**src/rtl/ct_spsram_1024x32_ctrl.sv**
```systemverilog
// Valid/ready initiator for a single-port SRAM macro with post-reset array clear
// and a credit-protected read response FIFO.
module ct_spsram_1024x32_ctrl #(
    parameter int unsigned ADDR_WIDTH = 10,
    parameter int unsigned DATA_WIDTH = 32,
    parameter int unsigned RSP_DEPTH  = 4,
    parameter int unsigned INIT_EN    = 1,
    parameter logic [DATA_WIDTH-1:0] INIT_VALUE = '0
) (
    input  logic                    forever_cpuclk,
    input  logic                    cpurst,
    input  logic                    req_vld,
    output logic                    req_ready,
    input  logic                    req_wr,
    input  logic [ADDR_WIDTH-1:0]   req_addr,
    input  logic [DATA_WIDTH-1:0]   req_wdata,
    input  logic [DATA_WIDTH/8-1:0] req_wbe,
    output logic                    rsp_vld,
    input  logic                    rsp_ready,
    output logic [DATA_WIDTH-1:0]   rsp_rdata,
    output logic                    init_done,
    output logic [ADDR_WIDTH-1:0]   sram_a,
    output logic                    sram_cen,
    output logic                    sram_gwen,
    output logic [DATA_WIDTH-1:0]   sram_wen,
    output logic [DATA_WIDTH-1:0]   sram_d,
    input  logic [DATA_WIDTH-1:0]   sram_q
);

    localparam int unsigned NBYTE = DATA_WIDTH / 8;
    localparam int unsigned PW    = $clog2(RSP_DEPTH);
    localparam int unsigned CW    = $clog2(RSP_DEPTH + 1);
    localparam logic [PW-1:0] PTR_LAST = PW'(RSP_DEPTH - 1);
    localparam logic [CW:0]   DEPTH_L  = (CW+1)'(RSP_DEPTH);
    localparam logic [CW-1:0] FULL_CNT = CW'(RSP_DEPTH);

    typedef enum logic {ST_INIT, ST_RUN} state_t;

    state_t                  state_q, state_d;
    logic [ADDR_WIDTH-1:0]   init_cnt;
    logic [DATA_WIDTH-1:0]   fifo_mem [RSP_DEPTH];
    logic [PW-1:0]           wptr, rptr;
    logic [CW-1:0]           fifo_cnt;
    logic                    rd_inflight;
    logic [CW:0]             used;
    logic                    fire, push, pop;

    // A read in flight already owns a FIFO slot, so it counts against the credit.
    assign used = {1'b0, fifo_cnt} + {{CW{1'b0}}, rd_inflight};
    assign fire = req_vld & req_ready;
    assign push = rd_inflight;
    assign pop  = rsp_vld & rsp_ready;

    assign rsp_vld   = ~cpurst & (fifo_cnt != '0);
    assign rsp_rdata = fifo_mem[rptr];

    always_ff @(posedge forever_cpuclk) begin
        if (cpurst) begin
            state_q  <= (INIT_EN != 0) ? ST_INIT : ST_RUN;
            init_cnt <= '0;
        end else begin
            state_q <= state_d;
            if (state_q == ST_INIT)
                init_cnt <= init_cnt + 1'b1;
        end
    end

    // Reset holds the macro pins idle combinationally, even while state is INIT.
    always_comb begin
        state_d   = state_q;
        req_ready = 1'b0;
        init_done = (state_q == ST_RUN);
        sram_cen  = 1'b1;
        sram_gwen = 1'b1;
        sram_wen  = '1;
        sram_a    = '0;
        sram_d    = '0;
        if (cpurst) begin
            init_done = (INIT_EN == 0);
        end else begin
            case (state_q)
                ST_INIT: begin
                    sram_cen  = 1'b0;
                    sram_gwen = 1'b0;
                    sram_wen  = '0;
                    sram_a    = init_cnt;
                    sram_d    = INIT_VALUE;
                    if (&init_cnt)
                        state_d = ST_RUN;
                end
                ST_RUN: begin
                    req_ready = (used < DEPTH_L);
                    if (req_vld && req_ready) begin
                        sram_cen = 1'b0;
                        sram_a   = req_addr;
                        if (req_wr) begin
                            sram_gwen = 1'b0;
                            sram_d    = req_wdata;
                            for (int unsigned i = 0; i < NBYTE; i++)
                                sram_wen[8*i +: 8] = {8{~req_wbe[i]}};
                        end
                    end
                end
                default: ;
            endcase
        end
    end

    always_ff @(posedge forever_cpuclk) begin
        if (cpurst) begin
            wptr        <= '0;
            rptr        <= '0;
            fifo_cnt    <= '0;
            rd_inflight <= 1'b0;
        end else begin
            rd_inflight <= fire & ~req_wr;
            if (push)
                wptr <= (wptr == PTR_LAST) ? '0 : wptr + 1'b1;
            if (pop)
                rptr <= (rptr == PTR_LAST) ? '0 : rptr + 1'b1;
            if (push && !pop)
                fifo_cnt <= fifo_cnt + 1'b1;
            else if (pop && !push)
                fifo_cnt <= fifo_cnt - 1'b1;
        end
    end

    always_ff @(posedge forever_cpuclk) begin
        if (!cpurst && push)
            fifo_mem[wptr] <= sram_q;
    end

    a_fifo_no_overflow: assert property (@(posedge forever_cpuclk) disable iff (cpurst)
        !(push && !pop && fifo_cnt == FULL_CNT));

    a_no_ready_in_init: assert property (@(posedge forever_cpuclk) disable iff (cpurst)
        !(state_q == ST_INIT && req_ready));

endmodule

```
**config.mk**
```make
export PLATFORM = sky130hd
export DESIGN_NAME = ct_spsram_1024x32_ctrl
export DESIGN_NICKNAME = d
export VERILOG_FILES = /design/src/rtl/ct_spsram_1024x32_ctrl.sv
export SDC_FILE = /design/constraint.sdc
export NUM_CORES = 1
export LEC_CHECK = 0
export BUFFER_PORTS_ARGS = -buffer_cell sky130_fd_sc_hd__buf_2
export CAP_MARGIN = 20
export CORE_ASPECT_RATIO = 0.5
export CORE_UTILIZATION = 30
export DETAILED_ROUTE_END_ITERATION = 7
export GPL_TIMING_DRIVEN = 1
export PLACE_DENSITY = 0.61
export SETUP_SLACK_MARGIN = 0.3
export SYNTH_ARGS = -nofsm -noshare
export SYNTH_HDL_FRONTEND = slang
export SYNTH_SLANG_ARGS = --single-unit
export TNS_END_PERCENT = 50
```
**constraint.sdc**
```tcl
create_clock -name forever_cpuclk -period 4.1 [get_ports forever_cpuclk]
set_input_delay 0.205 -clock forever_cpuclk [delete_from_list [all_inputs] [get_ports forever_cpuclk]]
set_output_delay 0.205 -clock forever_cpuclk [all_outputs]
set_load 0.01 [all_outputs]
```
==> impl_metrics.toml, run 1 <==
[global_route]
grtUsageTotal = 0.126
grt_max_degree = 36
grt_overflow = 0
antenna_found_initial = 0
grt_pass1_wl_um = 20700
grt_pass1_vias = 3852

[yosys]
synth-compound-area-share = 0.0254
syn-instance-count = 385
yosysTopAreaCellShare = 0.610
syn_nets = 476
yosys.area.top_type = "edfxtp_1"
netlist_area_um2 = 6300
synth_top_family_by_area = "multiplexers"
ys_top_cells_by_count = "edfxtp_1 (128), and2_1 (36), mux4_2 (32)"
ys_seq_area_frac = 0.677
async_flop_share = 0
ys_ff_latch = 149
synth-main-ff-cell = "edfxtp_1"
synth_mux_area_frac = 0.124
yosysUniqueCellTypes = 37
syn_avg_cell_area_um2 = 16.4
synth_edf_count = 128
yosys_warnings = 0
yosys.area_share.simple = 0.0954
synth_xor_area_frac = 0.00835
synthAdderAreaFrac = 0.0171
yosys-top-cells-area = "edfxtp_1 (61%), mux4_2 (11%), dfxtp_1 (6.7%)"
yosysMostFrequentCell = "edfxtp_1"

[timing]
max_slew.worst_pin.slew_ns = 1.03
timing.final.crit_share = 0.724
layout_min_cycle_time_ns = 2.97
drv_slew = 0
max_freq_mhz = 337
setup_viol = 0
fin_skew_ns = 0.00618
slew_headroom = 0.309
finalHoldViolCount = 0
rsz0062_at_grt = "no"
tns_ns = 0

[critical_path]
cp-startpoint = "fifo_cnt[2]"
cp-start-kind = "register"
required_ns = 3.89
critPathArrivalTime_ns = 2.76
path_class = "register to primary output"
cp_max_fo = 32
r2r_end = "fifo_cnt[2]"
endpoint_kind = "primary output"
rr_worst_depth = 9
r2r_start = "fifo_cnt[0]"
rrSetupSlack_ns = 1.92

[floorplanning]
die_h_um = 104
rows = 37
die_w_um = 207
start_util = 0.306
io_pins = 194
die_area_um2 = 21600
core-area_um2 = 20600

[final_layout]
seq_area_um2 = 4270
num-fill-cells = 1955
multi_input_area_um2 = 1710
area_delta_synth_final_pct = 31.3
utilization = 0.402
diodes = 0
num-nets-final = 673
drive_gt1_frac = 0.452

[route]
first_pass_iters = 6
ant_nets = 0
via_per_inst = 4.41
post-route-drc-count = 1
vias = 3824
routed_wl_um = 12800
wire_per_inst_um = 14.7
initialDrtViolationCount = 149

[pwr]
power.internal_mw = 2.70
power.leakage_nw = 3.17
comb_power_share = 0.038
p_sw_frac = 0.215
vdd_drop_max_v = 0.000216
powerDensity_nw_per_um2 = 417
power_switching_mw = 0.742
clockPowerShare = 0.483
pwr-share-seq = 0.479

[clock_network]
hold_buffers = 31
cts.clk_slew.worst_paths_ns = 0.06
clock-sinks = 149
cts_resized = 0
cts_tree = "yes"
numCtsBuffers = 17
clock_latency_ns = 0.42
clockRootBuffer = "clkbuf_16"
htreeDepth = 4
cts_setup_buffers = 0
max-clock-path-buffers = 2

[min_path]
holdPathEnd = "fifo_mem[2][15]"
holdPathStages = 1
hp-start = "sram_q[15]"
hold_class = "primary input to register"

[status]
violations = "DRC"
status = "finished with violations"

[run]
cap_violations = 0

[place]
numPortBuffers = 193
dp_hpwl_um = 8180
place_congestion = 0.716
## cell type report
cell class,instances,share of cell area
Sequential cell,149,0.516
Multi-Input combinational cell,181,0.207
Timing Repair Buffer,225,0.155
Clock buffer,17,0.0515
Tap cell,273,0.0413
Clock inverter,15,0.0256
Inverter,8,0.00363
## cells in the final DEF, fill, tap and decap left out, types with 3 or more instances in the layout
master | synthesis | layout
o21ai_0 | 4 | 4
dlygate4sd3_1 | 0 | 31
nand4_1 | 11 | 11
o31ai_1 | 3 | 3
and2_2 | 0 | 4
dfxtp_1 | 21 | 19
edfxtp_1 | 128 | 128
inv_6 | 0 | 4
or4_1 | 3 | 3
nor2_1 | 13 | 13
inv_8 | 0 | 4
or3_1 | 4 | 4
buf_2 | 5 | 193
and2_1 | 36 | 32
nand2_1 | 15 | 15
a31oi_1 | 4 | 4
nor2b_1 | 5 | 5
clkbuf_16 | 0 | 17
mux4_2 | 32 | 32
bufinv_16 | 0 | 3
inv_1 | 8 | 8
a21oi_1 | 17 | 17
xor2_1 | 5 | 5
ha_1 | 7 | 7
mux2i_1 | 4 | 4
nor3_1 | 3 | 3
## flip-flops by register name, summed over array words and instances, names as in the netlist, named ones only
name	flops
state_q	1
fifo_cnt	3
wptr	2
push	1
fifo_mem	128
init_cnt	10
rptr	2
## metal layers
metal | vias up | track usage | wire [µm]
li1 | 1837 | - | -
met1 | 1866 | 0.159 | 5580
met2 | 105 | 0.211 | 6570
met3 | 16 | 0.0276 | 474
met4 | 0 | 0.0485 | 174
met5 | - | 0 | 0
## kinds of logic (layout without fill, tap and decap cells)
| kind of cell | Yosys count | after routing |
|---|---|---|
| buffers and inverters | 55 | 265 |
| XOR/XNOR | 6 | 6 |
| multiplexers | 38 | 38 |
| flip-flops | 149 | 149 |
| AND/OR/NAND/NOR | 100 | 100 |
| AO/OA/AOI/OAI | 29 | 29 |
| adder cells (fa/ha/maj) | 8 | 8 |
## worst max path at each step
stage                  endpoint  slack, ns  cells past startpoint
detailed placement   sram_d[19]       1.51                      4
CTS                  sram_d[19]       1.06                      4
global placement     sram_d[19]       1.66                      4
floorplan           fifo_cnt[2]       2.13                      9
global route         sram_d[19]       0.81                      4
finish                sram_d[1]       1.13                      4
## stage by stage
stage	hold slack, ns	total power [mW]	instances	setup slack (ns)	area, µm²
after floorplan	0.284	1.74	385	2.13	6300
after global placement	0.413	1.79	805	1.66	7320
after detailed placement	0.402	1.79	805	1.51	7320
after CTS	0.000452	3.49	868	1.06	8270
after global routing	0.00468	3.57	868	0.810	8270
final	0.0133	3.44	868	1.13	8270
## worst max-delay path, stage by stage, from the launching register on
cell     delay (ns)
dfxtp_1        0.36
nor2b_1        0.65
nor4b_4        0.96
and2_1         0.24
buf_2          0.13
## power by group through the flow
stage                     Clock (mW)  Sequential (mW)  Combinational (mW)
after floorplan                    0             1.68              0.0607
after global placement             0             1.68               0.106
after detailed placement           0             1.68               0.110
after CTS                       1.70             1.65               0.134
after global routing            1.77             1.65               0.145
final                           1.66             1.65               0.131
Power figures use the tool's default switching activity.
==> inputs of run 2 (changes only) <==
Settings changed: PLACE_DENSITY 0.61 to 0.62.
Clock period 4.1 ns to 2.6 ns, I/O delays scaled along.
==> impl_metrics.toml, run 2 (synthesis gave the netlist of run 1 again) <==
[clock_network]
clock_latency_ns = 0.41
cts.clk_slew.worst_paths_ns = 0.07
clock-sinks = 149
cts_setup_buffers = 0
htreeDepth = 4
cts_tree = "yes"
max-clock-path-buffers = 2
numCtsBuffers = 17
clockRootBuffer = "clkbuf_16"

[timing]
setup_viol = 0
timing.final.crit_share = 0.846
fin_skew_ns = 0.00890
finalHoldViolCount = 0
max_freq_mhz = 454
layout_min_cycle_time_ns = 2.20
max_slew.worst_pin.slew_ns = 0.572
drv_slew = 0
slew_headroom = 0.617
rsz0062_at_grt = "yes"
tns_ns = 0

[status]
status = "finished clean"

[global_route]
antenna_found_initial = 0
grtUsageTotal = 0.129
grt_pass1_wl_um = 21300
grt_overflow = 0
grt_pass1_vias = 4129
grt_max_degree = 33

[final_layout]
layout_commonest_cell = "buf_2"
area_delta_synth_final_pct = 33.7
reg.largest.list = "fifo_mem x128, init_cnt x10, fifo_cnt x3"
num-nets-final = 687
largest_reg_flops = 128
drive_gt1_frac = 0.465
final_area_um2 = 8420
top_register = "fifo_mem"
final_cell_mix = "buf_2 (193), edfxtp_1 (128), dlygate4sd3_1 (33)"
diodes = 0

[critical_path]
critPathArrivalTime_ns = 2.07
path_cells = "nand3_1, and3_1, a31oi_1, buf_2"
cp-start-kind = "register"
required_ns = 2.47
cp_num_buf_inv = 1
cp-startpoint = "push"
critical_path.max_stage_delay_ns = 0.49
path_class = "register to primary output"
path_delay_family = "compound AO/OA/AOI/OAI gates"
endpoint_kind = "primary output"
r2r_start = "fifo_cnt[0]"
cp_max_fo = 8
cpMaxStageDelayCell = "a31oi_1"

[pwr]
vdd_drop_max_v = 0.000435
power.leakage_nw = 3.23
powerDensity_nw_per_um2 = 624

[floorplanning]
die_h_um = 104
rows = 37
die_area_um2 = 21600
io_pins = 194
start_util = 0.306
die_w_um = 207
core-area_um2 = 20600

[place]
place_congestion = 0.806
dp_hpwl_um = 9160
placed_area_um2 = 7470
numPortBuffers = 193

[route]
post-route-drc-count = 0
first_pass_iters = 6
via_per_inst = 4.42
routed_wl_um = 13300
ant_nets = 0
initialDrtViolationCount = 103
vias = 3899
wire_per_inst_um = 15.1

[min_path]
hold_class = "primary input to register"
hp-start = "cpurst"

[run]
cap_violations = 0
## run 2: cell types whose count changed in the layout (fill, tap and decap cells not counted), sizes merged
cell	delta
buf	+12
bufinv	-3
clkinv	+2
clkinvlp	+1
dlygate4sd3	+2
## run 2: where the power goes
part | leakage (nW) | internal (mW) | switching (mW)
clock network | 0.288 | 1.30 | 1.13
logic | 1.63 | 0.117 | 0.104
registers | 1.32 | 2.59 | 0.00766
total | 3.23 | 4.01 | 1.24
## run 2: worst paths after layout
kind / to / slack [ns] / depth (start not counted)
max: sram_wen[30] / 0.40 / 4
min reg2reg: init_cnt[8] / 0.51 / 2
max reg2reg: fifo_cnt[2] / 0.50 / 9
min: push / 0.11 / 3
## run 2: worst reg2reg max path: cells and delay by family (launching register included)
kind / cells / cell delay (ns)
simple gates: 3 / 0.67
xor+xnor: 1 / 0.18
fa+ha+maj: 2 / 0.55
flops: 1 / 0.37
compound gates: 1 / 0.15
buf+inv: 2 / 0.13
## run 2: timing repair
action / CTS / global route
endpoints found under the setup margin: 0 / 17
hold buffers: 33 / 0
gates resized for setup: 0 / 2
endpoints found under the hold margin: 129 / 0
## run 2: cell type report
type	count	area [µm²]
Inverter	8	30.0
Fill cell	1924	12100
Tap cell	273	342
Clock inverter	15	176
Multi-Input combinational cell	181	1720
Timing Repair Buffer	239	1460
Clock buffer	17	425
Sequential cell	149	4270
## run 2: routing by layer
| layer | vias to the layer above | track usage | share of wire |
|---|---|---|---|
| met5 | - | 0 | 0 |
| met4 | 0 | 0.0428 | 0.011 |
| met3 | 11 | 0.0285 | 0.044 |
| met2 | 105 | 0.225 | 0.52 |
| met1 | 1920 | 0.157 | 0.43 |
| li1 | 1863 | - | - |
## run 2: per-stage QoR
| step | instances | total power [mW] | hold slack [ns] | setup WS, ns | util |
|---|---|---|---|---|---|
| detailed placement | 817 | 2.84 | 0.347 | 0.418 | 0.364 |
| global placement | 817 | 2.83 | 0.345 | 0.496 | 0.364 |
| floorplan | 385 | 2.75 | 0.209 | 0.635 | - |
| finish | 882 | 5.25 | 0.112 | 0.399 | 0.409 |
| global route | 882 | 5.43 | 0.127 | 0.247 | 0.409 |
| CTS | 882 | 5.31 | 0.0950 | 0.373 | 0.409 |
